<file path="config.mk">
export PLATFORM = sky130hd
export DESIGN_NAME = mem_access_arbiter_flat
export DESIGN_NICKNAME = d
export VERILOG_FILES = /design/src/rtl/mem_access_arbiter_if.sv /design/src/rtl/mem_access_arbiter.sv /design/src/flat_wrapper.sv
export SDC_FILE = /design/constraint.sdc
export NUM_CORES = 1
export LEC_CHECK = 0
export ABC_AREA = 1
export CORE_AREA = 2 2 112 114
export CTS_CLUSTER_DIAMETER = 120
export DETAILED_ROUTE_END_ITERATION = 8
export DIE_AREA = 0 0 114 116
export PLACE_DENSITY = 0.8
export SETUP_SLACK_MARGIN = 0.2
export SYNTH_ARGS = -nofsm -noshare
export SYNTH_HDL_FRONTEND = slang
export SYNTH_SLANG_ARGS = --single-unit
export TNS_END_PERCENT = 20
</file>
<file path="constraint.sdc">
create_clock -name clk -period 9.75 [get_ports clk]
set_clock_uncertainty 0.05 [all_clocks]
set_input_delay 2.4375 -clock clk [delete_from_list [all_inputs] [get_ports clk]]
set_output_delay 2.4375 -clock clk [all_outputs]
set_load 0.05 [all_outputs]
</file>
<file path="src/rtl/mem_access_arbiter_if.sv">
// Shared memory-port bundle: IC and DC requester signals plus main memory.
// master = arbiter view, slave = requesters and memory view.
interface mem_access_arbiter_if #(
  parameter int ADDR_WIDTH = 17,
  parameter int LEN = 32
);
  logic [1:0]            i_vis_signal;
  logic [ADDR_WIDTH-1:0] i_addr;
  logic [LEN-1:0]        i_data;
  logic [1:0]            i_status;
  logic [1:0]            d_vis_signal;
  logic [ADDR_WIDTH-1:0] d_addr;
  logic [LEN-1:0]        d_wdata;
  logic [2:0]            d_size;
  logic [LEN-1:0]        d_data;
  logic [1:0]            d_status;
  logic [1:0]            mem_vis_signal;
  logic                  mem_vis_type;
  logic [ADDR_WIDTH-1:0] mem_addr;
  logic [LEN-1:0]        mem_wdata;
  logic [2:0]            mem_size;
  logic [LEN-1:0]        mem_rdata;
  logic [1:0]            mem_status;

  modport master (
    input  i_vis_signal, i_addr,
    input  d_vis_signal, d_addr, d_wdata, d_size,
    input  mem_rdata, mem_status,
    output i_data, i_status, d_data, d_status,
    output mem_vis_signal, mem_vis_type,
    output mem_addr, mem_wdata, mem_size
  );

  modport slave (
    output i_vis_signal, i_addr,
    output d_vis_signal, d_addr, d_wdata, d_size,
    output mem_rdata, mem_status,
    input  i_data, i_status, d_data, d_status,
    input  mem_vis_signal, mem_vis_type,
    input  mem_addr, mem_wdata, mem_size
  );
endinterface

</file>
<file path="src/rtl/mem_access_arbiter.sv">
// IC/DC arbiter for the single main-memory port, DC priority with IC anti-starvation.
// Optional watchdog: define ARB_WATCHDOG_EN to abort stalled accesses after TIMEOUT cycles.
module mem_access_arbiter #(
  parameter int ADDR_WIDTH = 17,
  parameter int LEN = 32,
  parameter int MAX_D_STREAK = 4,
  parameter int TIMEOUT = 255
) (
  input logic clk,
  input logic rst,
  mem_access_arbiter_if.master bus
);
  localparam int SW = $clog2(MAX_D_STREAK + 1);
  localparam logic [SW-1:0] S_MAX = SW'(MAX_D_STREAK);

  typedef enum logic [1:0] {
    IDLE, I_BUSY, D_BUSY, DONE
  } state_t;

  state_t state_q, state_d;
  logic [SW-1:0] streak_q, streak_d;
  logic [1:0] vis_q, vis_d;
  logic type_q, type_d;
  logic [ADDR_WIDTH-1:0] addr_q, addr_d;
  logic [LEN-1:0] wdata_q, wdata_d;
  logic [2:0] size_q, size_d;
  logic [LEN-1:0] i_data_q, i_data_d;
  logic [LEN-1:0] d_data_q, d_data_d;
  logic [1:0] i_stat_q, i_stat_d;
  logic [1:0] d_stat_q, d_stat_d;

  logic i_req, d_req, d_win, wd_hit;

  assign i_req = bus.i_vis_signal == 2'b01;
  assign d_req = (bus.d_vis_signal == 2'b01) ||
                 (bus.d_vis_signal == 2'b10);
  assign d_win = d_req && !(i_req && streak_q == S_MAX);

`ifdef ARB_WATCHDOG_EN
  localparam int WW = $clog2(TIMEOUT + 1);
  logic [WW-1:0] wd_q, wd_d;

  assign wd_hit = wd_q == WW'(TIMEOUT - 1);

  // cycles spent waiting on memory in the current transaction
  always_comb begin
    wd_d = '0;
    if (state_q == I_BUSY || state_q == D_BUSY)
      wd_d = wd_q + 1'b1;
  end

  // watchdog counter register
  always_ff @(posedge clk or posedge rst) begin
    if (rst) wd_q <= '0;
    else     wd_q <= wd_d;
  end
`else
  // never fires: without the watchdog the arbiter waits indefinitely
  assign wd_hit = TIMEOUT < 0;
`endif

  // next state, grant latching, completion routing and streak tracking
  always_comb begin
    state_d  = state_q;
    streak_d = streak_q;
    vis_d    = vis_q;
    type_d   = type_q;
    addr_d   = addr_q;
    wdata_d  = wdata_q;
    size_d   = size_q;
    i_data_d = i_data_q;
    d_data_d = d_data_q;
    i_stat_d = i_req ? 2'b01 : 2'b00;
    d_stat_d = d_req ? 2'b01 : 2'b00;
    unique case (state_q)
      IDLE: begin
        if (d_win) begin
          state_d = D_BUSY;
          vis_d   = bus.d_vis_signal;
          type_d  = 1'b1;
          addr_d  = bus.d_addr;
          wdata_d = bus.d_wdata;
          size_d  = bus.d_size;
        end else if (i_req) begin
          state_d = I_BUSY;
          vis_d   = 2'b01;
          type_d  = 1'b0;
          addr_d  = bus.i_addr;
          size_d  = 3'b010;
        end
      end
      I_BUSY: begin
        i_stat_d = 2'b01;
        if (bus.mem_status == 2'b10) begin
          i_data_d = bus.mem_rdata;
          i_stat_d = 2'b10;
          vis_d    = 2'b00;
          state_d  = DONE;
        end else if (wd_hit) begin
          i_stat_d = 2'b11;
          vis_d    = 2'b00;
          state_d  = DONE;
        end
      end
      D_BUSY: begin
        d_stat_d = 2'b01;
        if (bus.mem_status == 2'b11) begin
          d_data_d = bus.mem_rdata;
          d_stat_d = 2'b10;
          vis_d    = 2'b00;
          state_d  = DONE;
        end else if (wd_hit) begin
          d_stat_d = 2'b11;
          vis_d    = 2'b00;
          state_d  = DONE;
        end
      end
      DONE: state_d = IDLE;
      default: state_d = IDLE;
    endcase
    if (!i_req)
      streak_d = '0;
    else if (state_q == IDLE)
      streak_d = !d_win ? '0 :
                 (streak_q == S_MAX) ? streak_q :
                 streak_q + 1'b1;
  end

  // state and output registers
  always_ff @(posedge clk or posedge rst) begin
    if (rst) begin
      state_q  <= IDLE;
      streak_q <= '0;
      vis_q    <= 2'b00;
      type_q   <= 1'b0;
      addr_q   <= '0;
      wdata_q  <= '0;
      size_q   <= 3'b010;
      i_data_q <= '0;
      d_data_q <= '0;
      i_stat_q <= 2'b00;
      d_stat_q <= 2'b00;
    end else begin
      state_q  <= state_d;
      streak_q <= streak_d;
      vis_q    <= vis_d;
      type_q   <= type_d;
      addr_q   <= addr_d;
      wdata_q  <= wdata_d;
      size_q   <= size_d;
      i_data_q <= i_data_d;
      d_data_q <= d_data_d;
      i_stat_q <= i_stat_d;
      d_stat_q <= d_stat_d;
    end
  end

  assign bus.mem_vis_signal = vis_q;
  assign bus.mem_vis_type   = type_q;
  assign bus.mem_addr       = addr_q;
  assign bus.mem_wdata      = wdata_q;
  assign bus.mem_size       = size_q;
  assign bus.i_data         = i_data_q;
  assign bus.i_status       = i_stat_q;
  assign bus.d_data         = d_data_q;
  assign bus.d_status       = d_stat_q;
endmodule
</file>
<file path="src/flat_wrapper.sv">
// flat-port wrapper written by rule: the top's interface ports become plain ports
module mem_access_arbiter_flat 
#(
  parameter int ADDR_WIDTH = 17,
  parameter int LEN = 32,
  parameter int MAX_D_STREAK = 4,
  parameter int TIMEOUT = 255
)
  (clk, rst, bus_i_vis_signal, bus_i_addr, bus_d_vis_signal, bus_d_addr, bus_d_wdata, bus_d_size, bus_mem_rdata, bus_mem_status, bus_i_data, bus_i_status, bus_d_data, bus_d_status, bus_mem_vis_signal, bus_mem_vis_type, bus_mem_addr, bus_mem_wdata, bus_mem_size);
  mem_access_arbiter_if #(.ADDR_WIDTH(ADDR_WIDTH), .LEN(LEN)) bus_i ();
  input logic clk;
  input logic rst;
  input wire logic [$bits(bus_i.i_vis_signal)-1:0] bus_i_vis_signal;
  input wire logic [$bits(bus_i.i_addr)-1:0] bus_i_addr;
  input wire logic [$bits(bus_i.d_vis_signal)-1:0] bus_d_vis_signal;
  input wire logic [$bits(bus_i.d_addr)-1:0] bus_d_addr;
  input wire logic [$bits(bus_i.d_wdata)-1:0] bus_d_wdata;
  input wire logic [$bits(bus_i.d_size)-1:0] bus_d_size;
  input wire logic [$bits(bus_i.mem_rdata)-1:0] bus_mem_rdata;
  input wire logic [$bits(bus_i.mem_status)-1:0] bus_mem_status;
  output wire logic [$bits(bus_i.i_data)-1:0] bus_i_data;
  output wire logic [$bits(bus_i.i_status)-1:0] bus_i_status;
  output wire logic [$bits(bus_i.d_data)-1:0] bus_d_data;
  output wire logic [$bits(bus_i.d_status)-1:0] bus_d_status;
  output wire logic [$bits(bus_i.mem_vis_signal)-1:0] bus_mem_vis_signal;
  output wire logic [$bits(bus_i.mem_vis_type)-1:0] bus_mem_vis_type;
  output wire logic [$bits(bus_i.mem_addr)-1:0] bus_mem_addr;
  output wire logic [$bits(bus_i.mem_wdata)-1:0] bus_mem_wdata;
  output wire logic [$bits(bus_i.mem_size)-1:0] bus_mem_size;
  assign bus_i.i_vis_signal = bus_i_vis_signal;
  assign bus_i.i_addr = bus_i_addr;
  assign bus_i.d_vis_signal = bus_d_vis_signal;
  assign bus_i.d_addr = bus_d_addr;
  assign bus_i.d_wdata = bus_d_wdata;
  assign bus_i.d_size = bus_d_size;
  assign bus_i.mem_rdata = bus_mem_rdata;
  assign bus_i.mem_status = bus_mem_status;
  assign bus_i_data = bus_i.i_data;
  assign bus_i_status = bus_i.i_status;
  assign bus_d_data = bus_i.d_data;
  assign bus_d_status = bus_i.d_status;
  assign bus_mem_vis_signal = bus_i.mem_vis_signal;
  assign bus_mem_vis_type = bus_i.mem_vis_type;
  assign bus_mem_addr = bus_i.mem_addr;
  assign bus_mem_wdata = bus_i.mem_wdata;
  assign bus_mem_size = bus_i.mem_size;
  mem_access_arbiter #(.ADDR_WIDTH(ADDR_WIDTH), .LEN(LEN), .MAX_D_STREAK(MAX_D_STREAK), .TIMEOUT(TIMEOUT)) u_core (.clk(clk), .rst(rst), .bus(bus_i));
endmodule
</file>
## Word level (Yosys, flattened, before mapping)

Index checks and enable logic that the tools add are counted.

| storage, ports and cells | value |
|---|---|
| register bits after elaboration | 128 |
| input port bits | 109 |
| output and inout bits | 123 |
| word-level logic and storage cells | 65 |

| operators by class | value |
|---|---|
| $add $sub $neg | 1 |
| equality and inequality tests | 14 |
| multiplexer cells | 25 |
| reduce and logical (&&, ||, !) cells | 14 |

Operators with widths:

| operator | count |
|---|---|
| $mux 17 | 2 |
| $mux 2 | 11 |
| $mux 3 | 6 |
| $eq 2x2->1 const B | 5 |
| $reduce_and 2->1 | 5 |
| $pmux 2 s4 | 1 |
| $eq 2x1->1 const B | 3 |
| $pmux 2 s3 | 1 |
| $mux 1 | 4 |
| $ne 2x1->1 const B | 2 |
| $reduce_and 4->1 | 1 |
| $add 3x1->3 const B | 1 |
| $eq 3x3->1 const B | 1 |
| $ne 3x1->1 const B | 1 |
| $ne 3x3->1 const B | 1 |
| $reduce_and 3->1 | 1 |
| $reduce_bool 3->1 | 1 |
| $logic_and 1x1->1 | 2 |
| $logic_not 2->1 | 1 |
| $ne 2x2->1 const B | 1 |
| $reduce_bool 2->1 | 1 |
| $logic_not 1->1 | 1 |
| $logic_or 1x1->1 | 1 |

## Longest topological paths before layout

Gate-level depths: netlist of the first run.

| logic depth | value |
|---|---|
| depth after elaboration | 7 |
| mapped depth | 11 |
| gate-level depth less buffers | 10 |

## Worst setup path before layout of the first run

OpenSTA, ideal clock, no wires.

| timing | value |
|---|---|
| path type | input port to flip-flop |
| from | in bus_d_vis_signal[0] |
| to | reg u_core.state_q[0] |
| library setup time | 0.123 ns |
| arrival time | 3.205 ns |
| required time | 9.577 ns |
| path slack | 6.373 ns |
| cell stages on the path | 8 |
| path buffers | 2 |
| cell sequence | inv_1 nand2_1 nand2_1 buf_6 nand2_4 buf_4 a21oi_1 o21ai_1 |

| on the way | value |
|---|---|
| longest elaborated chain between the ends | 5 |
| elaborated cells on any way between the ends | 8 |
| classes of those cells | 3 x eq/ne; 2 x mux; 3 x reduce/logical |

Ends and longest elaborated chain:

| element | line | source |
|---|---|---|
| start, declared | flat_wrapper.sv:15 | `input wire logic [$bits(bus_i.d_vis_signal)-1:0] bus_d_vis_signal;` |
| $eq 2x1->1 or $eq 2x2->1 (tied branches) | mem_access_arbiter.sv:35, mem_access_arbiter.sv:36 |  |
| $logic_or 1x1->1 (*) | mem_access_arbiter.sv:35 | `assign d_req = (bus.d_vis_signal == 2'b01) \|\|` |
| $logic_and 1x1->1 (*) | mem_access_arbiter.sv:37 | `assign d_win = d_req && !(i_req && streak_q == S_MAX);` |
| $mux 2 or $ne 3x1->1 (tied branches) | -- |  |
| $pmux 2 s4 or $reduce_and 3->1 (tied branches) | -- |  |
| end signal, assigned | mem_access_arbiter.sv:144 | `state_q <= state_d;` |
| end, declared | mem_access_arbiter.sv:20 | `state_t state_q, state_d;` |

Every way passes the cells marked *; elsewhere a longest branch is shown, timed or not.
A chain may end at the register's enable or synchronous reset.

## Final worst setup path of the first run

| timing | value |
|---|---|
| from | in bus_d_vis_signal[1] |
| to | reg u_core.streak_q[2] |

| on the way | value |
|---|---|
| longest elaborated chain between the ends | 6 |
| elaborated cells on any way between the ends | 9 |
| classes of those cells | 3 x eq/ne; 3 x mux; 3 x reduce/logical |

Ends and longest elaborated chain:

| element | line | source |
|---|---|---|
| $eq 2x1->1 or $eq 2x2->1 (tied branches) | mem_access_arbiter.sv:35, mem_access_arbiter.sv:36 |  |
| $logic_or 1x1->1 (*) | mem_access_arbiter.sv:35 |  |
| $logic_and 1x1->1 (*) | mem_access_arbiter.sv:37 |  |
| $mux 3 | mem_access_arbiter.sv:124 | `streak_d = !d_win ? '0 :` |
| $mux 3 | mem_access_arbiter.sv:123 | `else if (state_q == IDLE)` |
| $mux 3 | mem_access_arbiter.sv:121 | `if (!i_req)` |
| end signal, assigned | mem_access_arbiter.sv:145 | `streak_q <= streak_d;` |
| end, declared | mem_access_arbiter.sv:21 | `logic [SW-1:0] streak_q, streak_d;` |

Every way passes the cells marked *; elsewhere a longest branch is shown, timed or not. The select of a mux whose other input is x is not followed.

==> run_results.csv, run 1 <==
group,metric,value,unit
cts,numClockSinks,128,
worst_setup_path,setup.worst_path.start_class,"input pin",
cts,cts.repair.resized,0,
drt,drtIter0Drc,336,
power,internal_power,1.75,mW
global_routing,grt_pass1_vias,4980,
cts,cts-hold-fix-buffers,0,
global_routing,grt_pass1_wl,23.7,mm
yosys,synth_top_cell_area_share,60.3,%
yosys,synthXorXnorAreaFrac,0.166,%
yosys,synth.distinct_cells,24,
yosys,avgSynthCellArea,8.77,um2
placement,gp_congestion,0.837,
status,status,"completed",
cts,post_cts_buffers,0,
power,pwr_density_cell,413,mW/mm2
timing,fin_crit,4.57,ns
yosys,synthMuxAreaShare,0,%
placement,hpwl,10.8,mm
finish,antennaDiodeCount,0,
cts,cts_buffers,17,
timing,worstMarginPinSlew,0.917,ns
cts,clock_latency,0.40,ns
worst_setup_path,worst_setup_path_end_kind,"flip-flop",
floorplan,num_rows,40,
timing,fmax,219,MHz
placement,dp_slack,4.80,ns
floorplan,start_util,44.2,%
floorplan,dieArea,0.0132,mm2
cts,ctsLongestPathBuffers,2,
timing,drv_slew,0,
global_routing,grt_use_total,22.9,%
drt,drcViolationCount,0,
worst_setup_path,worstPathRequired,10.02,ns
yosys,synth_area_leaders,"dfrtp_1 (60%), nand2_1 (20%), o21ai_0 (6.3%)",
yosys,seq_area_frac_synth,60.8,%
power,power_frac_seq,27.3,%
timing,hold_viol_final,0,
min_path,hp-class,"flip-flop to flip-flop",
drt,antenna_left,0,
run,maxCapViolCount,0,
cts,tritoncts,"done",
worst_setup_path,path_class,"input pin to flip-flop",
cts,clk_pin_slew,0.06,ns
finish,final_cell_mix,"nand2_1 (277), clkdlybuf4s50_1 (231), dfrtp_1 (127)",
power,vdd_drop_max,0.302,mV
global_routing,overflow,0,
drt,drt-total-wl,15.0,mm
timing,worst_hold_slack,0.424,ns
placement,port_buffers,231,
timing,fin_crit_sh,46.9,%
power,combPwrFrac,54.2,%
power,p_sw_share,48.4,%
power,switchingPower,1.64,mW
timing,slew_headroom,38.8,%
yosys,yosysTopAreaCell,"dfrtp_1",
global_routing,grt_max_degree,75,
global_routing,antenna_found_initial,0,
yosys,netlist_area,0.00527,mm2
finish,fillers,884,
finish,final_cells,986,
power,p_leak,4.06,nW
yosys,synth_compound_area_share,7.15,%
placement,dp.cells,955,
timing,setup_ws,5.18,ns
finish,final_common_cell,"nand2_1",
drt,vias_per_cell,4.85,
drt,vias,4779,
worst_setup_path,path_max_fanout,36,
timing,setup_viol,0,
yosys,yosys_warnings,0,
timing,rsz0062_at_grt,"no",
power,total_power,3.40,mW
timing,finalSetupTns,0,ns
worst_setup_path,arrival,4.84,ns
floorplan,die_h,116,um
drt,post_drt_wl_per_cell,15.2,um
cts,cts_htree_levels,4,
drt,firstDrtPassIters,4,
finish,drive_gt1_share,5.13,%
floorplan,io_pins,232,
yosys,synth_fp_nets,717,
yosys,synthSimpleGateAreaFrac,23.3,%
floorplan,die_x,114,um
finish,final_nets,943,
yosys,synth.ff_latch_count,128,
finish,syn_to_final_growth,55.9,%
cts,cts_root_buffer,"clkbuf_16",
yosys,synth_cells,601,
floorplan,coreArea,0.0119,mm2
yosys,synth_fa_ha_area_share,1.66,%
worst_setup_path,r2r_slack,7.35,ns
yosys,synth_top_family_by_area,"simple AND/OR/NAND/NOR gates",
power,clkPwrFrac,18.4,%
## metrics by stage
stage          cell area, um2  utilization [%]
2_1_floorplan            5270                -
3_3_place_gp             7630             64.0
3_5_place_dp             7630             64.0
4_1_cts                  8220             69.0
5_1_grt                  8220             69.0
6_report                 8220             69.0
## critical path, stage by stage
cell             delay, ns
clkdlybuf4s50_1       0.47
nand2_1               0.10
nand2_1               0.60
nand3_4               0.51
inv_4                 0.44
nand2_1               0.12
o21ai_1               0.14
## synth_stat cells
master / count
inv_2: 3
clkbuf_1: 11
inv_4: 1
nor2_4: 1
nand3_4: 1
buf_4: 1
nand3_1: 18
inv_1: 51
o21ai_1: 6
nand2_2: 1
buf_6: 6
nand4_1: 3
nor3_2: 1
nand2_4: 1
ha_1: 7
buf_2: 8
xnor2_1: 1
o21ai_0: 66
nand2_1: 277
dfrtp_1: 127
nor2_1: 6
a31oi_1: 1
a21oi_1: 2
dfstp_2: 1
## per-layer routing
layer / part of all wire (%) / GRT usage, %
met5: 0 / 0
met4: 0.97 / 8.94
met3: 12 / 9.68
met2: 47 / 37.3
met1: 40 / 27.2
## cell type report
| class | instances | area [um2] | area share (%) |
|---|---|---|---|
| flip-flops and latches | 128 | 3200 | 39.0 |
| repair buffers | 233 | 2330 | 28.3 |
| well taps | 147 | 184 | 2.24 |
| clock buffers | 20 | 457 | 5.56 |
| inverters | 55 | 211 | 2.57 |
| multi-input cells | 392 | 1700 | 20.7 |
| clock inverters | 11 | 133 | 1.61 |
## flip-flops by register name (all words and copies together), names as in the netlist
signal                     count
u_core.bus.d_status            2
u_core.bus.mem_size            3
u_core.bus.i_data             32
u_core.streak_q                3
u_core.bus.mem_vis_type        1
u_core.bus.i_status            2
u_core.state_q                 2
u_core.bus.mem_vis_signal      2
u_core.bus.mem_wdata          32
u_core.bus.mem_addr           17
u_core.bus.d_data             32
## power by group through the flow
stage                     clock network (mW)  registers, mW  logic [mW]
after floorplan                            0           1.78       0.338
after global placement                     0          0.922        1.82
after detailed placement                   0          0.930        1.85
after CTS                              0.639          0.928        1.86
after global routing                   0.660          0.958        1.95
final                                  0.626          0.929        1.84
## kinds of logic (layout without fill, tap and decap cells)
| kind of cell | Yosys count | in the layout |
|---|---|---|
| flip-flops | 128 | 128 |
| AND/OR/NAND/NOR | 309 | 309 |
| AO/OA/AOI/OAI | 75 | 75 |
| buffers and inverters | 81 | 319 |
| XOR/XNOR | 1 | 1 |
| adder cells (fa/ha/maj) | 7 | 7 |
## worst paths after layout
check                                       startpoint                        to  cells past startpoint
min in group asynchronous                          rst      u_core.bus.i_data[1]                      2
worst max register to register      u_core.streak_q[0]        u_core.streak_q[2]                      9
max in group asynchronous                          rst  u_core.bus.mem_wdata[21]                      3
worst min register to register  u_core.bus.mem_addr[0]    u_core.bus.mem_addr[0]                      2
worst min-delay path            u_core.bus.mem_addr[0]    u_core.bus.mem_addr[0]                      2
worst max-delay path               bus_d_vis_signal[1]        u_core.streak_q[2]                      7
Power figures use the tool's default switching activity.
==> run 2: changes to the inputs <==
--- a/config.mk
+++ b/config.mk
@@ -6,11 +6,11 @@
 export NUM_CORES = 1
 export LEC_CHECK = 0
 export ABC_AREA = 1
-export CORE_AREA = 2 2 112 114
+export CORE_AREA = 2 2 121 123
 export CTS_CLUSTER_DIAMETER = 120
 export DETAILED_ROUTE_END_ITERATION = 8
-export DIE_AREA = 0 0 114 116
-export PLACE_DENSITY = 0.8
+export DIE_AREA = 0 0 123 125
+export PLACE_DENSITY = 0.73
 export SETUP_SLACK_MARGIN = 0.2
 export SYNTH_ARGS = -nofsm -noshare
 export SYNTH_HDL_FRONTEND = slang
==> constraint.sdc (replaced) <==
create_clock -name clk -period 3.7 [get_ports clk]
set_clock_uncertainty 0.05 [all_clocks]
set_input_delay 0.925 -clock clk [delete_from_list [all_inputs] [get_ports clk]]
set_output_delay 0.925 -clock clk [all_outputs]
set_load 0.05 [all_outputs]
==> run_results.csv, run 2 (synthesis gave the netlist of run 1 again) <==
group,metric,value,unit
worst_setup_path,r2r_slack,1.73,ns
min_path,hold_end,"u_core.bus.mem_wdata[3]",
worst_setup_path,ff2ff_path_depth,6,
timing,fin_crit_sh,74.5,%
cts,cts_buffers,17,
cts,cts_root_buffer,"clkbuf_16",
timing,drv_slew,0,
min_path,min_delay_path_depth,2,
timing,fmax,363,MHz
drt,antenna_left,0,
timing,hold_viol_final,0,
drt,drtIter0Drc,268,
global_routing,antenna_found_initial,0,
worst_setup_path,critical-path-top-delay-family,"buffers and inverters",
power,pwr_density_cell,1070,mW/mm2
timing,worstMarginPinSlew,0.925,ns
global_routing,grt_pass1_wl,22.9,mm
timing,fin_crit,2.76,ns
min_path,hp-class,"flip-flop to flip-flop",
placement,gp_congestion,0.783,
cts,tritoncts,"done",
worst_setup_path,worst_setup_path_end_kind,"primary output",
floorplan,io_pins,232,
min_path,holdCritStartpoint,"u_core.bus.mem_wdata[3]",
cts,post_cts_buffers,0,
timing,setup_viol,0,
floorplan,start_util,37.1,%
worst_setup_path,cp_cell_sequence,"clkdlybuf4s50_1",
worst_setup_path,path_class,"flip-flop to primary output",
global_routing,grt_max_degree,129,
global_routing,grt_pass1_vias,4536,
cts,cts.repair.resized,0,
worst_setup_path,setup.worst_path.start_class,"flip-flop",
floorplan,coreArea,0.0142,mm2
drt,vias,4675,
timing,finalSetupTns,0,ns
cts,numClockSinks,128,
finish,final_nets,947,
timing,slew_headroom,38.3,%
drt,firstDrtPassIters,5,
worst_setup_path,crit_buf_inv,1,
worst_setup_path,r2r-start,"u_core.state_q[0]",
drt,drcViolationCount,0,
worst_setup_path,path_max_fanout,2,
run,maxCapViolCount,0,
finish,drive_gt1_share,5.34,%
finish,final_cell_mix,"nand2_1 (277), clkdlybuf4s50_1 (231), dfrtp_1 (127)",
cts,clk_pin_slew,0.05,ns
power,vdd_drop_max,0.708,mV
drt,vias_per_cell,4.56,
floorplan,num_rows,44,
worst_setup_path,r2r_end,"u_core.bus.d_data[20]",
placement,port_buffers,231,
floorplan,die_h,125,um
cts,cts_htree_levels,4,
worst_setup_path,arrival,1.78,ns
status,status,"completed",
cts,ctsLongestPathBuffers,2,
drt,drt-total-wl,14.4,mm
timing,rsz0062_at_grt,"no",
finish,final_common_cell,"nand2_1",
cts,cts-hold-fix-buffers,0,
placement,hpwl,10.1,mm
finish,syn_to_final_growth,57.5,%
worst_setup_path,worstPathRequired,2.72,ns
power,p_leak,4.07,nW
worst_setup_path,max_stage_delay,0.82,ns
drt,post_drt_wl_per_cell,14.0,um
worst_setup_path,cpMaxStageDelayCell,"clkdlybuf4s50_1",
cts,clock_latency,0.40,ns
timing,worst_hold_slack,0.427,ns
floorplan,dieArea,0.0154,mm2
worst_setup_path,path_depth,1,
floorplan,die_x,123,um
finish,antennaDiodeCount,0,
global_routing,overflow,0,
global_routing,grt_use_total,19.1,%
run 2: changes by cell type in the layout (fill, tap and decap cells not counted), sizes merged:
cell,change
buf,+4
bufinv,+1
clkinv,-2
clkinvlp,+3
inv,-3
run 2: area by class of cell:
type	count	area, um2
clock inverter	10	139
sequential	128	3200
fill	1270	5900
clock buffer	20	447
tap	184	230
inverter	55	213
timing repair buffer	237	2370
multi-input combinational	392	1700
run 2: how the worst max path moves through the flow:
stage	start	end	slack, ns
after CTS	u_core.bus.mem_size[1]	bus_mem_size[1]	0.93
after detailed placement	bus_mem_status[0]	u_core.bus.d_data[10]	0.93
after floorplan	rst	u_core.bus.d_data[0]	1.14
after global routing	u_core.bus.mem_size[1]	bus_mem_size[1]	0.91
final	u_core.bus.mem_size[1]	bus_mem_size[1]	0.94
after global placement	bus_mem_status[0]	u_core.bus.d_data[4]	0.96
run 2: power by group:
| group | internal, mW | switching, mW |
|---|---|---|
| logic | 1.53 | 3.29 |
| clock network | 1.07 | 0.591 |
| registers | 2.07 | 0.376 |
run 2: metrics by stage:
stage	worst slack, ns	instance area [um2]	power [mW]	cells	utilization [%]
floorplan	1.14	5270	5.57	601	-
global placement	0.965	7720	7.25	996	54.3
detailed placement	0.929	7720	7.30	996	54.3
CTS	0.927	8300	9.01	1026	58.5
global route	0.910	8300	9.42	1026	58.5
finish	0.944	8300	8.93	1026	58.5
run 2: per-layer routing:
metal  wire (um)  GRT usage [%]  vias up
li1            -              -     2312
met1        6050           24.0     2130
met2        6170           28.6      213
met3        1950           9.72       20
met4         224           6.28        0
met5           0              0        -
run 2: worst min-delay path: cells and delay by family (launching register included):
kind	cells	cell delay, ns
flops	1	0.34
simple gates	2	0.11
==> run 3: changes to the inputs <==
==> constraint.sdc (replaced) <==
create_clock -name clk -period 2.28 [get_ports clk]
set_clock_uncertainty 0.05 [all_clocks]
set_input_delay 0.57 -clock clk [delete_from_list [all_inputs] [get_ports clk]]
set_output_delay 0.57 -clock clk [all_outputs]
set_load 0.05 [all_outputs]
==> run_results.csv, run 3 (synthesis gave the netlist of run 1 again) <==
group,metric,value,unit
worst_setup_path,cp_cell_sequence,"clkdlybuf4s50_1",
min_path,hp-class,"input pin to async pin",
timing,setup_viol,0,
cts,cts-hold-fix-buffers,0,
drt,vias,4702,
global_routing,grt_max_degree,67,
run,maxCapViolCount,0,
floorplan,die_h,125,um
worst_setup_path,worstPathRequired,1.66,ns
placement,dpl_cell_area,0.00783,mm2
drt,drcViolationCount,0,
status,status,"completed",
placement,dp_slack,0.00538,ns
finish,fillers,1270,
power,pwr_density_cell,1690,mW/mm2
cts,cts.repair.resized,24,
global_routing,overflow,0,
power,total_power,14.2,mW
timing,fin_crit_sh,96.8,%
worst_setup_path,cpMaxStageDelayCell,"clkdlybuf4s50_1",
finish,final_common_cell,"nand2_1",
power,vdd_drop_max,0.932,mV
cts,ctsLongestPathBuffers,2,
global_routing,grt_use_total,19.3,%
drt,antenna_left,0,
cts,cts_buffers,17,
cts,clk_pin_slew,0.06,ns
placement,port_buffers,231,
worst_setup_path,path_class,"flip-flop to primary output",
worst_setup_path,r2r_slack,0.59,ns
cts,cts_htree_levels,4,
timing,hold_viol_final,0,
floorplan,die_x,123,um
timing,setup_ws,0.0729,ns
floorplan,start_util,37.1,%
timing,worstMarginPinSlew,0.560,ns
floorplan,num_rows,44,
worst_setup_path,ff2ff_path_depth,9,
cts,clock_latency,0.42,ns
global_routing,antenna_found_initial,0,
finish,design_area,0.00840,mm2
finish,antennaDiodeCount,0,
floorplan,coreArea,0.0142,mm2
drt,drtIter0Drc,251,
timing,fmax,453,MHz
worst_setup_path,worst_setup_path_end_kind,"primary output",
cts,numClockSinks,128,
cts,post_cts_buffers,0,
worst_setup_path,path_max_fanout,2,
worst_setup_path,setup.worst_path.start_class,"flip-flop",
drt,post_drt_wl_per_cell,14.1,um
power,p_leak,4.43,nW
worst_setup_path,crit_buf_inv,1,
placement,gp_congestion,0.778,
timing,rsz0062_at_grt,"yes",
finish,drive_gt1_share,6.91,%
placement,hpwl,10.5,mm
worst_setup_path,r2r_end,"u_core.bus.mem_wdata[3]",
finish,syn_to_final_growth,59.4,%
finish,final_nets,957,
worst_setup_path,r2r-start,"u_core.streak_q[0]",
finish,final_cell_mix,"nand2_1 (277), clkdlybuf4s50_1 (187), dfrtp_1 (127)",
floorplan,io_pins,232,
cts,tritoncts,"done",
global_routing,grt_pass1_wl,23.1,mm
cts,cts_root_buffer,"clkbuf_16",
timing,finalSetupTns,0,ns
drt,drt-total-wl,14.6,mm
timing,drv_slew,0,
drt,vias_per_cell,4.53,
timing,slew_headroom,62.5,%
worst_setup_path,max_stage_delay,0.80,ns
worst_setup_path,critical-path-top-delay-family,"buffers and inverters",
timing,fin_crit,2.21,ns
floorplan,dieArea,0.0154,mm2
global_routing,grt_pass1_vias,4657,
drt,firstDrtPassIters,6,
worst_setup_path,arrival,1.59,ns
## run 3: cell types whose count changed in the layout (fill, tap and decap cells not counted), moves of 4 or more
cell,delta
dlymetal6s2s_1,+19
clkdlybuf4s50_1,-44
clkinv_4,+4
dlygate4sd2_1,+24
buf_4,+8
## run 3: report_power, final
part           total [mW]  switching, mW  internal (mW)
combinational        7.72           5.35           2.37
sequential           3.94          0.588           3.35
clock                2.54           1.01           1.53
total                14.2           6.95           7.25
## run 3: worst max-delay path by stage
stage,startpoint,end,slack (ns),depth (start not counted)
CTS,u_core.bus.mem_wdata[31],bus_mem_wdata[31],0.05,1
finish,u_core.bus.mem_addr[16],bus_mem_addr[16],0.07,1
detailed placement,bus_d_vis_signal[0],u_core.bus.mem_addr[2],0.005,8
floorplan,rst,u_core.bus.d_data[0],0.08,1
global placement,bus_d_vis_signal[1],u_core.bus.mem_addr[0],0.03,8
global route,u_core.bus.mem_wdata[15],bus_mem_wdata[15],0.02,1
## run 3: final cells by class
cell class                 count  area (um2)  area share (%)
sequential                   128        3200            38.1
timing repair buffer         247        2500            29.7
multi-input combinational    392        1700            20.2
clock buffer                  19         443            5.27
tap                          184         230            2.74
inverter                      55         213            2.53
clock inverter                13         115            1.37
## run 3: routing by layer
metal,track usage (%),part of all wire [%],wire (um)
met2,30.0,45,6510
met3,9.90,13,1830
met5,0,0,0
met1,23.4,42,6060
met4,5.75,1.3,197
## run 3: metrics by stage
step           hold slack, ns  std cells  util [%]
2_1_floorplan           0.422        601         -
3_3_place_gp            0.408       1006      55.1
3_5_place_dp            0.414       1006      55.1
4_1_cts                 0.354       1038      58.8
5_1_grt                 0.357       1038      59.2
6_report                0.364       1038      59.2
